==> src/rtl/alu_pkg.sv <==
// Shared definitions for the ALU issue stage: ALU control codes, RV32I opcode
// constants, the issue FSM state enum, and the decoded-instruction payload.
// Included by alu_issue and alu_issue_decode via import alu_pkg::*.
package alu_pkg;

  localparam int unsigned WORD_W = 32;
  localparam int unsigned CTRL_W = 4;

  // Control codes understood by the external ALU
  typedef enum logic [CTRL_W-1:0] {
    ALU_AND  = 4'b0000,
    ALU_OR   = 4'b0001,
    ALU_ADD  = 4'b0010,
    ALU_XOR  = 4'b0011,
    ALU_SLL  = 4'b0100,
    ALU_SRL  = 4'b0101,
    ALU_SUB  = 4'b0110,
    ALU_SLT  = 4'b0111,
    ALU_SRA  = 4'b1000,
    ALU_SLTU = 4'b1110
  } alu_ctrl_e;

  localparam logic [6:0] OPC_OP     = 7'b0110011;
  localparam logic [6:0] OPC_OP_IMM = 7'b0010011;
  localparam logic [6:0] OPC_BRANCH = 7'b1100011;

  localparam logic [6:0] F7_BASE = 7'b0000000;
  localparam logic [6:0] F7_ALT  = 7'b0100000;

  typedef enum logic [1:0] {
    ST_IDLE,
    ST_EXEC,
    ST_DONE
  } state_e;

  // How the branch outcome is derived from the ALU response
  typedef enum logic [2:0] {
    BR_NONE,
    BR_EQ,   // taken when zero
    BR_NE,   // taken when not zero
    BR_LT,   // taken when res[0] set
    BR_GE    // taken when res[0] clear
  } br_kind_e;

  typedef struct packed {
    logic [WORD_W-1:0] a;
    logic [WORD_W-1:0] b;
    alu_ctrl_e         ctrl;
    br_kind_e          br;
    logic              illegal;
  } dec_t;

  function automatic logic br_taken(input br_kind_e br, input logic zero, input logic res0);
    case (br)
      BR_EQ:   return zero;
      BR_NE:   return !zero;
      BR_LT:   return res0;
      BR_GE:   return !res0;
      default: return 1'b0;
    endcase
  endfunction

endpackage

==> src/rtl/alu_issue_decode.sv <==
// Combinational RV32I decode for the ALU issue stage.
// Ports: instr/rs1_val/rs2_val in; dec out (operands, ALU code, branch kind,
// illegal flag). Illegal encodings come out with all operand/code fields zero.
// Branch decode is present only when ALU_ISSUE_BRANCH_EN is defined.
module alu_issue_decode
  import alu_pkg::*;
(
  input  logic [31:0] instr,
  input  logic [31:0] rs1_val,
  input  logic [31:0] rs2_val,
  output dec_t        dec
);

  logic [6:0]  opcode;
  logic [2:0]  funct3;
  logic [6:0]  funct7;
  logic [31:0] imm_i;
  logic [31:0] shamt;
  logic        unused_rd;

  assign opcode    = instr[6:0];
  assign funct3    = instr[14:12];
  assign funct7    = instr[31:25];
  assign imm_i     = {{20{instr[31]}}, instr[31:20]};
  assign shamt     = 32'(instr[24:20]);
  assign unused_rd = ^instr[11:7];

  // Field decode; any encoding that is not matched stays illegal
  always_comb begin
    dec         = '0;
    dec.illegal = 1'b1;
    case (opcode)
      OPC_OP: begin
        dec.a = rs1_val;
        dec.b = rs2_val;
        if (funct7 == F7_BASE) begin
          dec.illegal = 1'b0;
          case (funct3)
            3'b000:  dec.ctrl = ALU_ADD;
            3'b001:  dec.ctrl = ALU_SLL;
            3'b010:  dec.ctrl = ALU_SLT;
            3'b011:  dec.ctrl = ALU_SLTU;
            3'b100:  dec.ctrl = ALU_XOR;
            3'b101:  dec.ctrl = ALU_SRL;
            3'b110:  dec.ctrl = ALU_OR;
            default: dec.ctrl = ALU_AND;
          endcase
        end else if (funct7 == F7_ALT && funct3 == 3'b000) begin
          dec.illegal = 1'b0;
          dec.ctrl    = ALU_SUB;
        end else if (funct7 == F7_ALT && funct3 == 3'b101) begin
          dec.illegal = 1'b0;
          dec.ctrl    = ALU_SRA;
        end
      end
      OPC_OP_IMM: begin
        dec.a = rs1_val;
        case (funct3)
          3'b001: begin
            dec.b       = shamt;
            dec.ctrl    = ALU_SLL;
            dec.illegal = (funct7 != F7_BASE);
          end
          3'b101: begin
            dec.b = shamt;
            if (funct7 == F7_BASE) begin
              dec.ctrl    = ALU_SRL;
              dec.illegal = 1'b0;
            end else if (funct7 == F7_ALT) begin
              dec.ctrl    = ALU_SRA;
              dec.illegal = 1'b0;
            end
          end
          default: begin
            dec.b       = imm_i;
            dec.illegal = 1'b0;
            case (funct3)
              3'b010:  dec.ctrl = ALU_SLT;
              3'b011:  dec.ctrl = ALU_SLTU;
              3'b100:  dec.ctrl = ALU_XOR;
              3'b110:  dec.ctrl = ALU_OR;
              3'b111:  dec.ctrl = ALU_AND;
              default: dec.ctrl = ALU_ADD;
            endcase
          end
        endcase
      end
`ifdef ALU_ISSUE_BRANCH_EN
      OPC_BRANCH: begin
        dec.a = rs1_val;
        dec.b = rs2_val;
        if (funct3 != 3'b010 && funct3 != 3'b011) begin
          dec.illegal = 1'b0;
          case (funct3)
            3'b000:  begin dec.ctrl = ALU_SUB;  dec.br = BR_EQ; end
            3'b001:  begin dec.ctrl = ALU_SUB;  dec.br = BR_NE; end
            3'b100:  begin dec.ctrl = ALU_SLT;  dec.br = BR_LT; end
            3'b101:  begin dec.ctrl = ALU_SLT;  dec.br = BR_GE; end
            3'b110:  begin dec.ctrl = ALU_SLTU; dec.br = BR_LT; end
            default: begin dec.ctrl = ALU_SLTU; dec.br = BR_GE; end
          endcase
        end
      end
`endif
      default: ;
    endcase
    // Illegal instructions present a zeroed operation to the ALU
    if (dec.illegal) begin
      dec         = '0;
      dec.illegal = 1'b1;
    end
  end

endmodule

==> src/rtl/alu_issue.sv <==
// ALU issue stage: accepts one RV32I instruction with its register operands,
// drives an external combinational ALU, and returns the result (and branch
// outcome) over a valid/ready handshake. Sequence is IDLE -> EXEC -> DONE.
// Ports: clk, rst_n (sync, active-low); in_valid/in_ready, instr, rs1_val,
// rs2_val; alu_a/alu_b/alu_control to the ALU, alu_res/alu_zero back;
// out_valid/out_ready, out_result, out_taken, out_is_branch, out_illegal.
// Optional feature macro: ALU_ISSUE_BRANCH_EN enables branch decode.
module alu_issue
  import alu_pkg::*;
#(
  parameter int unsigned XLEN = 32
) (
  input  logic            clk,
  input  logic            rst_n,
  input  logic            in_valid,
  output logic            in_ready,
  input  logic [31:0]     instr,
  input  logic [XLEN-1:0] rs1_val,
  input  logic [XLEN-1:0] rs2_val,
  output logic [XLEN-1:0] alu_a,
  output logic [XLEN-1:0] alu_b,
  output logic [3:0]      alu_control,
  input  logic [XLEN-1:0] alu_res,
  input  logic            alu_zero,
  output logic            out_valid,
  input  logic            out_ready,
  output logic [XLEN-1:0] out_result,
  output logic            out_taken,
  output logic            out_is_branch,
  output logic            out_illegal
);

  state_e          state_q, state_d;
  br_kind_e        br_q, br_d;
  dec_t            dec;
  logic            accept;
  logic [XLEN-1:0] alu_a_d, alu_b_d, out_result_d;
  logic [3:0]      alu_control_d;
  logic            out_valid_d, out_taken_d, out_illegal_d;

  alu_issue_decode u_decode (
    .instr   (instr),
    .rs1_val (32'(rs1_val)),
    .rs2_val (32'(rs2_val)),
    .dec     (dec)
  );

  assign in_ready = (state_q == ST_IDLE);
  assign accept   = in_ready && in_valid;

  // Next-state and next-register values
  always_comb begin
    state_d       = state_q;
    br_d          = br_q;
    alu_a_d       = alu_a;
    alu_b_d       = alu_b;
    alu_control_d = alu_control;
    out_result_d  = out_result;
    out_valid_d   = out_valid;
    out_taken_d   = out_taken;
    out_illegal_d = out_illegal;
    case (state_q)
      ST_IDLE: begin
        if (accept) begin
          alu_a_d       = XLEN'(dec.a);
          alu_b_d       = XLEN'(dec.b);
          alu_control_d = dec.ctrl;
          br_d          = dec.br;
          out_illegal_d = dec.illegal;
          state_d       = ST_EXEC;
        end
      end
      ST_EXEC: begin
        out_result_d = out_illegal ? '0 : alu_res;
        out_taken_d  = br_taken(br_q, alu_zero, alu_res[0]);
        out_valid_d  = 1'b1;
        state_d      = ST_DONE;
      end
      ST_DONE: begin
        if (out_ready) begin
          out_valid_d = 1'b0;
          state_d     = ST_IDLE;
        end
      end
      default: state_d = ST_IDLE;
    endcase
  end

  // State and datapath registers
  always_ff @(posedge clk) begin
    if (!rst_n) begin
      state_q     <= ST_IDLE;
      br_q        <= BR_NONE;
      alu_a       <= '0;
      alu_b       <= '0;
      alu_control <= '0;
      out_result  <= '0;
      out_valid   <= 1'b0;
      out_taken   <= 1'b0;
      out_illegal <= 1'b0;
    end else begin
      state_q     <= state_d;
      br_q        <= br_d;
      alu_a       <= alu_a_d;
      alu_b       <= alu_b_d;
      alu_control <= alu_control_d;
      out_result  <= out_result_d;
      out_valid   <= out_valid_d;
      out_taken   <= out_taken_d;
      out_illegal <= out_illegal_d;
    end
  end

`ifdef ALU_ISSUE_BRANCH_EN
  // Branch marker follows the accepted instruction
  always_ff @(posedge clk) begin
    if (!rst_n) begin
      out_is_branch <= 1'b0;
    end else if (accept) begin
      out_is_branch <= (dec.br != BR_NONE);
    end
  end
`else
  assign out_is_branch = 1'b0;
`endif

endmodule

==> config.mk <==
export PLATFORM = sky130hd
export DESIGN_NAME = alu_issue
export DESIGN_NICKNAME = d
export VERILOG_FILES = /design/src/rtl/alu_pkg.sv /design/src/rtl/alu_issue_decode.sv /design/src/rtl/alu_issue.sv
export SDC_FILE = /design/constraint.sdc
export NUM_CORES = 1
export LEC_CHECK = 0
export BUFFER_PORTS_ARGS = -buffer_cell sky130_fd_sc_hd__buf_2
export CORE_MARGIN = 1.5
export CORE_UTILIZATION = 47
export CTS_CLUSTER_SIZE = 28
export DETAILED_ROUTE_END_ITERATION = 16
export PLACE_DENSITY_LB_ADDON = 0.05
export SLEW_MARGIN = 30
export SYNTH_ARGS = -nofsm -noshare
export SYNTH_HDL_FRONTEND = slang
export SYNTH_SLANG_ARGS = --single-unit
==> constraint.sdc <==
create_clock -name clk -period 1.9 [get_ports clk]
set_input_delay 0.095 -clock clk [delete_from_list [all_inputs] [get_ports clk]]
set_output_delay 0.095 -clock clk [all_outputs]
set_load 0.02 [all_outputs]
-- Word level (Yosys, flattened, before mapping)
Index checks and enable logic that the tools add are counted.
- add/subtract/negate cells: 0
- $mul: 0
- div/mod/pow operators: 0
- magnitude comparators: 0
- eq/ne operators: 18
- shifts and indexed selects: 0
- mux-type cells: 24
- bitwise logic cells: 0
- reductions and logical operators: 13
- operators with widths (cell ; number):
    case mux 68 bit (2 select lines) ; 1
    2-to-1 mux 72 bit ; 1
    case mux 36 bit (2 select lines) ; 1
    2-to-1 mux 32 bit ; 1
    case mux 4 bit (7 select lines) ; 1
    2-to-1 mux 4 bit ; 5
    case mux 4 bit (5 select lines) ; 1
    equality test 3 bit, second input constant ; 5
    equality test 7 x 6 -> 1 bit, second input constant ; 2
    equality test 3 x 2 -> 1 bit, second input constant ; 4
    equality test 7 x 5 -> 1 bit, second input constant ; 1
    logical NOT 7 bit ; 1
    nonzero test 7 bit ; 1
    equality test 3 x 1 -> 1 bit, second input constant ; 2
    2-to-1 mux 1 bit ; 6
    case mux 1 bit (2 select lines) ; 3
    case mux 2 bit (3 select lines) ; 1
    AND reduction 2 bit ; 3
    2-to-1 mux 2 bit ; 2
    case mux 1 bit (4 select lines) ; 1
    logical AND 1 bit ; 3
    logical NOT 3 bit ; 1
    equality test 2 x 1 -> 1 bit, second input constant ; 1
    equality test 2 bit, second input constant ; 1
    other kinds (5) ; 6
- register bits: 108
- bits in latches: 0
- memory bits (writable): 0
- memory bits (read-only): 0
- bits of input ports: 133
- output and inout bits: 105
- logic and storage cells: 64
- memories: 0

-- Longest topological paths before layout
- depth after elaboration: 7
- gate-level depth with buffers: 8
- depth with buffers taken out: 5

-- Cells and area by module
From an unflattened synthesis, not the netlist that was laid out.
- cells, all modules: 635
- area, all modules: 5168.7 µm²
- by module, submodules not included (module ; instances ; cells an instance ; area each (µm²) ; seq. area each (µm²)):
    alu_issue ; 1 ; 481 ; 4231.6 ; 2162.1
    alu_issue_decode ; 1 ; 154 ; 937.1 ; 0.0

-- Worst setup path before layout
OpenSTA, ideal clock, no wires.
- path kind: reg2reg
- start: register state_q[1]
- end: register alu_b[0]
- library setup time: 76 ps
- arrival time: 1565 ps
- required time: 1824 ps
- setup slack: 260 ps
- cell stages (with the launch flop): 7
- path buffers: 2
- clock period less this slack: 1640 ps
- cells stage by stage: dfxtp_1 > nor2_1 > and2_1 > buf_2 > clkbuf_1 > o2111ai_1 > a21boi_0
- cells in the longest elaborated chain, start to end: 3
- ends and longest elaborated chain (what ; RTL line ; source):
    start: declaration ; alu_issue.sv:33 ; state_e state_q, state_d;
    start signal: assignment ; alu_issue.sv:102 ; state_q <= state_d;
    logical NOT 2 bit (*) ; alu_issue.sv:48 ; assign in_ready = (state_q == ST_IDLE);
    net in_ready ; alu_issue.sv:16 ; output logic in_ready,
    logical AND 1 bit ; alu_issue.sv:49 ; assign accept = in_ready && in_valid;
    AND reduction 2 bit (no source line) (*) ; - ;
    end signal: assignment ; alu_issue.sv:105 ; alu_b <= alu_b_d;
    end: declaration ; alu_issue.sv:21 ; output logic [XLEN-1:0] alu_b,
The timed path passes the listed nets; every way through them passes the cells marked *.
A chain may end at the register's enable or synchronous reset.

-- Final worst setup path
- start: register state_q[1]
- end: register alu_control[1]
- cells in the longest elaborated chain, start to end: 3
- ends and longest elaborated chain (what ; RTL line ; source):
    logical NOT 2 bit (*) ; alu_issue.sv:48, alu_issue.sv:62 ;
    logical AND 1 bit ; alu_issue.sv:49 ;
    AND reduction 2 bit (no source line) (*) ; - ;
    end signal: assignment ; alu_issue.sv:106 ; alu_control <= alu_control_d;
    end: declaration ; alu_issue.sv:22 ; output logic [3:0] alu_control,
Every way passes the cells marked *; elsewhere a longest branch is shown, timed or not.

==> summary.md <==
| Metric | Value |
|---|---|
| CTS H-tree depth | `3` |
| Clock sink count | `104` |
| Final-layout fill cell count | `882` |
| Area growth syn-to-layout | `39.04%` |
| Final wirelength | `14290 um` |
| Fmax | `0.6475 GHz` |
| Critical path capture point type | `flop` |
| Reg clk slew, reported paths | `0.09 ns` |
| Mapped Area | `4961 um^2` |
| Mux contribution to synthesized area | `1.135%` |
| Footprint of the multi-input gates | `2554 um^2` |
| Max-slew headroom | `64.77%` |
| Total CTS buffers | `9` |
| Post-Place Setup Slack | `0.1748 ns` |
| CP Launch Type | `flop` |
| Simple-gate area share of the yosys netlist | `18.97%` |
| Sequential cell area fraction in the yosys report | `41.97%` |
| WL met3 | `990 um` |
| Global router's overall resource usage | `24.86%` |
| Routed len/inst | `14.68 um` |
| XOR/XNOR share of the synthesized area | `0.1765%` |
| Starting Density | `48.27%` |
| Vias per cell | `5.337` |
| Hold buffers post-CTS | `56` |
| Worst hold path type | `in2reg` |
| HPWL Detailed | `9405 um` |
| DRT Pass-1 Iters | `7` |
| M1 WL | `6050 um` |
| Syn Inst Count | `585` |
| Final hold slack | `0.008201 ns` |
| TritonCTS clock tree | `yes` |
| PortBufs | `224` |
| Post-CTS Setup Repair Bufs | `0` |
| Syn_area_per_cell | `8.480 um^2` |
| Worst stage delay on the critical path | `0.35 ns` |
| Die Y | `105.7 um` |
| Final setup fails | `0` |
| Slowest cell on crit path | `dfxtp_1` |
| WL met2 | `6913 um` |
| Yosys Warn Count | `0` |
| Critical Path AT | `1.83 ns` |
| Uppermost layer routed | `met4` |
| FF+latch count, synth | `104` |
| Status | `completed` |
| Setup WS post-layout | `0.3555 ns` |
| Vias in the first global route | `4859` |
| First DRT Iteration DRCs | `355` |
| DRC Markers | `0` |
| Crit share post-route | `81.29%` |
| Cell variety after synth | `38` |
| Worst skew pair latency | `0.36 ns` |
| Max-slew violations | `0` |
| Gpl congestion | `0.8025` |
| Power Dens Cells | `612.0 nW/um^2` |
| Die area | `11180 um^2` |
| Post_cts resized | `0` |
| Pin count of the biggest net entering global routing | `66` |
| First-pass GRT wire length | `22600 um` |
| Clk Tree Root Cell | `clkbuf_8` |
| Setup TNS | `0 ns` |
| Worst clock skew | `0.007434 ns` |
| Largest family of logic cells by synthesized area | `compound AO/OA/AOI/OAI gates` |
| Fraction of final layout cells sized beyond drive strength 1 | `32.66%` |
| LEAKAGE | `2.926 nW` |
| Adder-Cell Fraction of Synth Area | `0%` |
| Synth Area in Compound Gates | `30.67%` |
| Slew @ Worst Pin | `0.5285 ns` |
| Crit path cell chain | `nor2_1, and2_1, buf_4, nand2_1, o31ai_1` |
| Nets | `964` |
| Register area | `2082 um^2` |
| Maximum vdd drop | `462.7 uV` |
| CP Class | `reg2reg` |
| Core Rows | `37` |
| GR Overflow Total | `0` |
| Final Core Density | `67.12%` |
| Vias | `5193` |
| Fin crit period | `1.544 ns` |
| Final Hold Fails | `0` |
| Maxcap violations | `0` |
| Initial antenna violation count | `0` |
| CTS max path bufs | `2` |
| Post-route ant nets | `0` |
| Worst endpoint required time | `2.19 ns` |
| RSZ-0062 raised after global routing | `false` |
| Core area | `10280 um^2` |
| Worst-path fanout max | `31` |
| Die X | `105.7 um` |
| I/O pins | `238` |
==> through the flow <==
stage	total power, mW	area (um^2)	std cells
2_1_floorplan	2.655	4965	586
3_3_place_gp	2.897	6161	900
3_5_place_dp	2.910	6161	900
4_1_cts	4.257	6895	972
5_1_grt	4.412	6895	972
6_report	4.222	6898	973
==> cell families (layout without fill, tap and decap cells) <==
kind of cell           after synthesis  in the layout
AO/OA/AOI/OAI                      205            205
XOR/XNOR                             1              1
buffers and inverters               72            322
flip-flops                         104            104
multiplexers                         5              5
other                                1              3
AND/OR/NAND/NOR                    197            197
==> cell usage in the layout, fill, tap and decap left out, drive strengths merged, types with 3 or more instances in the layout <==
cell type	n
a21boi	97
a21oi	22
a31oi	3
buf	247
clkbuf	12
dfxtp	104
dlygate4sd3	56
inv	4
mux2	5
nand2	134
nand2b	5
nand3	5
nand3b	34
nor2	8
nor4	3
o2111ai	43
o211ai	21
o21ai	10
o31ai	5
==> critical path, delay by kind of cell (launching register included) <==
family                 cells  cell delay (ns)
buffers and inverters      1             0.31
flip-flops                 1             0.35
AND/OR/NAND/NOR            3             0.55
AO/OA/AOI/OAI              1             0.25
==> path summary, 6_finish.rpt <==
path	start	to	slack, ns	depth (start not counted)
max	state_q[1]	alu_control[1]	0.36	5
min	alu_res[30]	out_result[30]	0.008	3
max reg2reg	state_q[1]	alu_control[1]	0.36	5
min reg2reg	alu_b[21]	alu_b[21]	0.45	2
==> area by class of cell <==
class                           count  share of cell area (%)
Multi-Input combinational cell    410                   37.02
Sequential cell                   104                   30.18
Timing Repair Buffer              303                   27.61
Tap cell                          136                   2.467
Clock buffer                       12                   2.104
Clock inverter                      4                  0.4172
Inverter                            3                  0.1633
Antenna cell                        1                 0.03628
==> cells in the mapped netlist <==
master	number	area (um^2)
nor2b_1	1	6.260
o211a_1	2	20.02
o21ai_0	8	40.04
nand4b_1	1	8.760
nand2b_1	5	31.28
nor2_1	8	30.03
nor4_1	2	12.51
buf_2	17	85.08
o2111a_1	1	11.26
o21ai_2	1	8.760
nor3_2	1	10.01
buf_6	5	56.30
a21oi_1	22	110.1
nand3b_1	34	255.2
buf_4	2	15.01
xor2_1	1	8.760
nor4_4	1	21.27
mux2_2	5	56.30
inv_1	3	11.26
nand3_1	5	25.02
clkbuf_1	42	157.7
conb_1	1	3.750
and2_1	2	12.51
o21ai_1	1	5.000
and3_4	1	11.26
o211ai_1	21	157.7
buf_8	1	15.01
a31oi_1	3	18.77
buf_1	2	7.510
dfxtp_1	104	2082
a21boi_0	47	352.8
a21boi_1	50	375.4
o2111ai_1	43	376.6
nand2_1	134	503.0
o31ai_1	5	37.54
o21a_1	1	7.510
nand4_1	1	6.260
nor3b_1	1	7.510
==> report_power, final <==
part	internal (mW)	leakage [nW]	switching, mW
Sequential	2.21	0.840	0.0184
Combinational	0.329	2.00	0.395
Clock	0.517	0.0830	0.749
==> registers in the layout, summed over array words and instances (netlist names) <==
signal and count:
out_illegal 1, alu_control 4, state_q 2, alu_b 32, out_valid 1, out_result 32
alu_a 32
==> routing by layer <==
layer | global-route usage (%) | up-vias
met5 | 0 | -
met4 | 10.42 | 0
met3 | 5.566 | 30
met2 | 41.65 | 189
met1 | 30.72 | 2401
li1 | - | 2573
No activity file was read; power rests on OpenSTA's default activity.
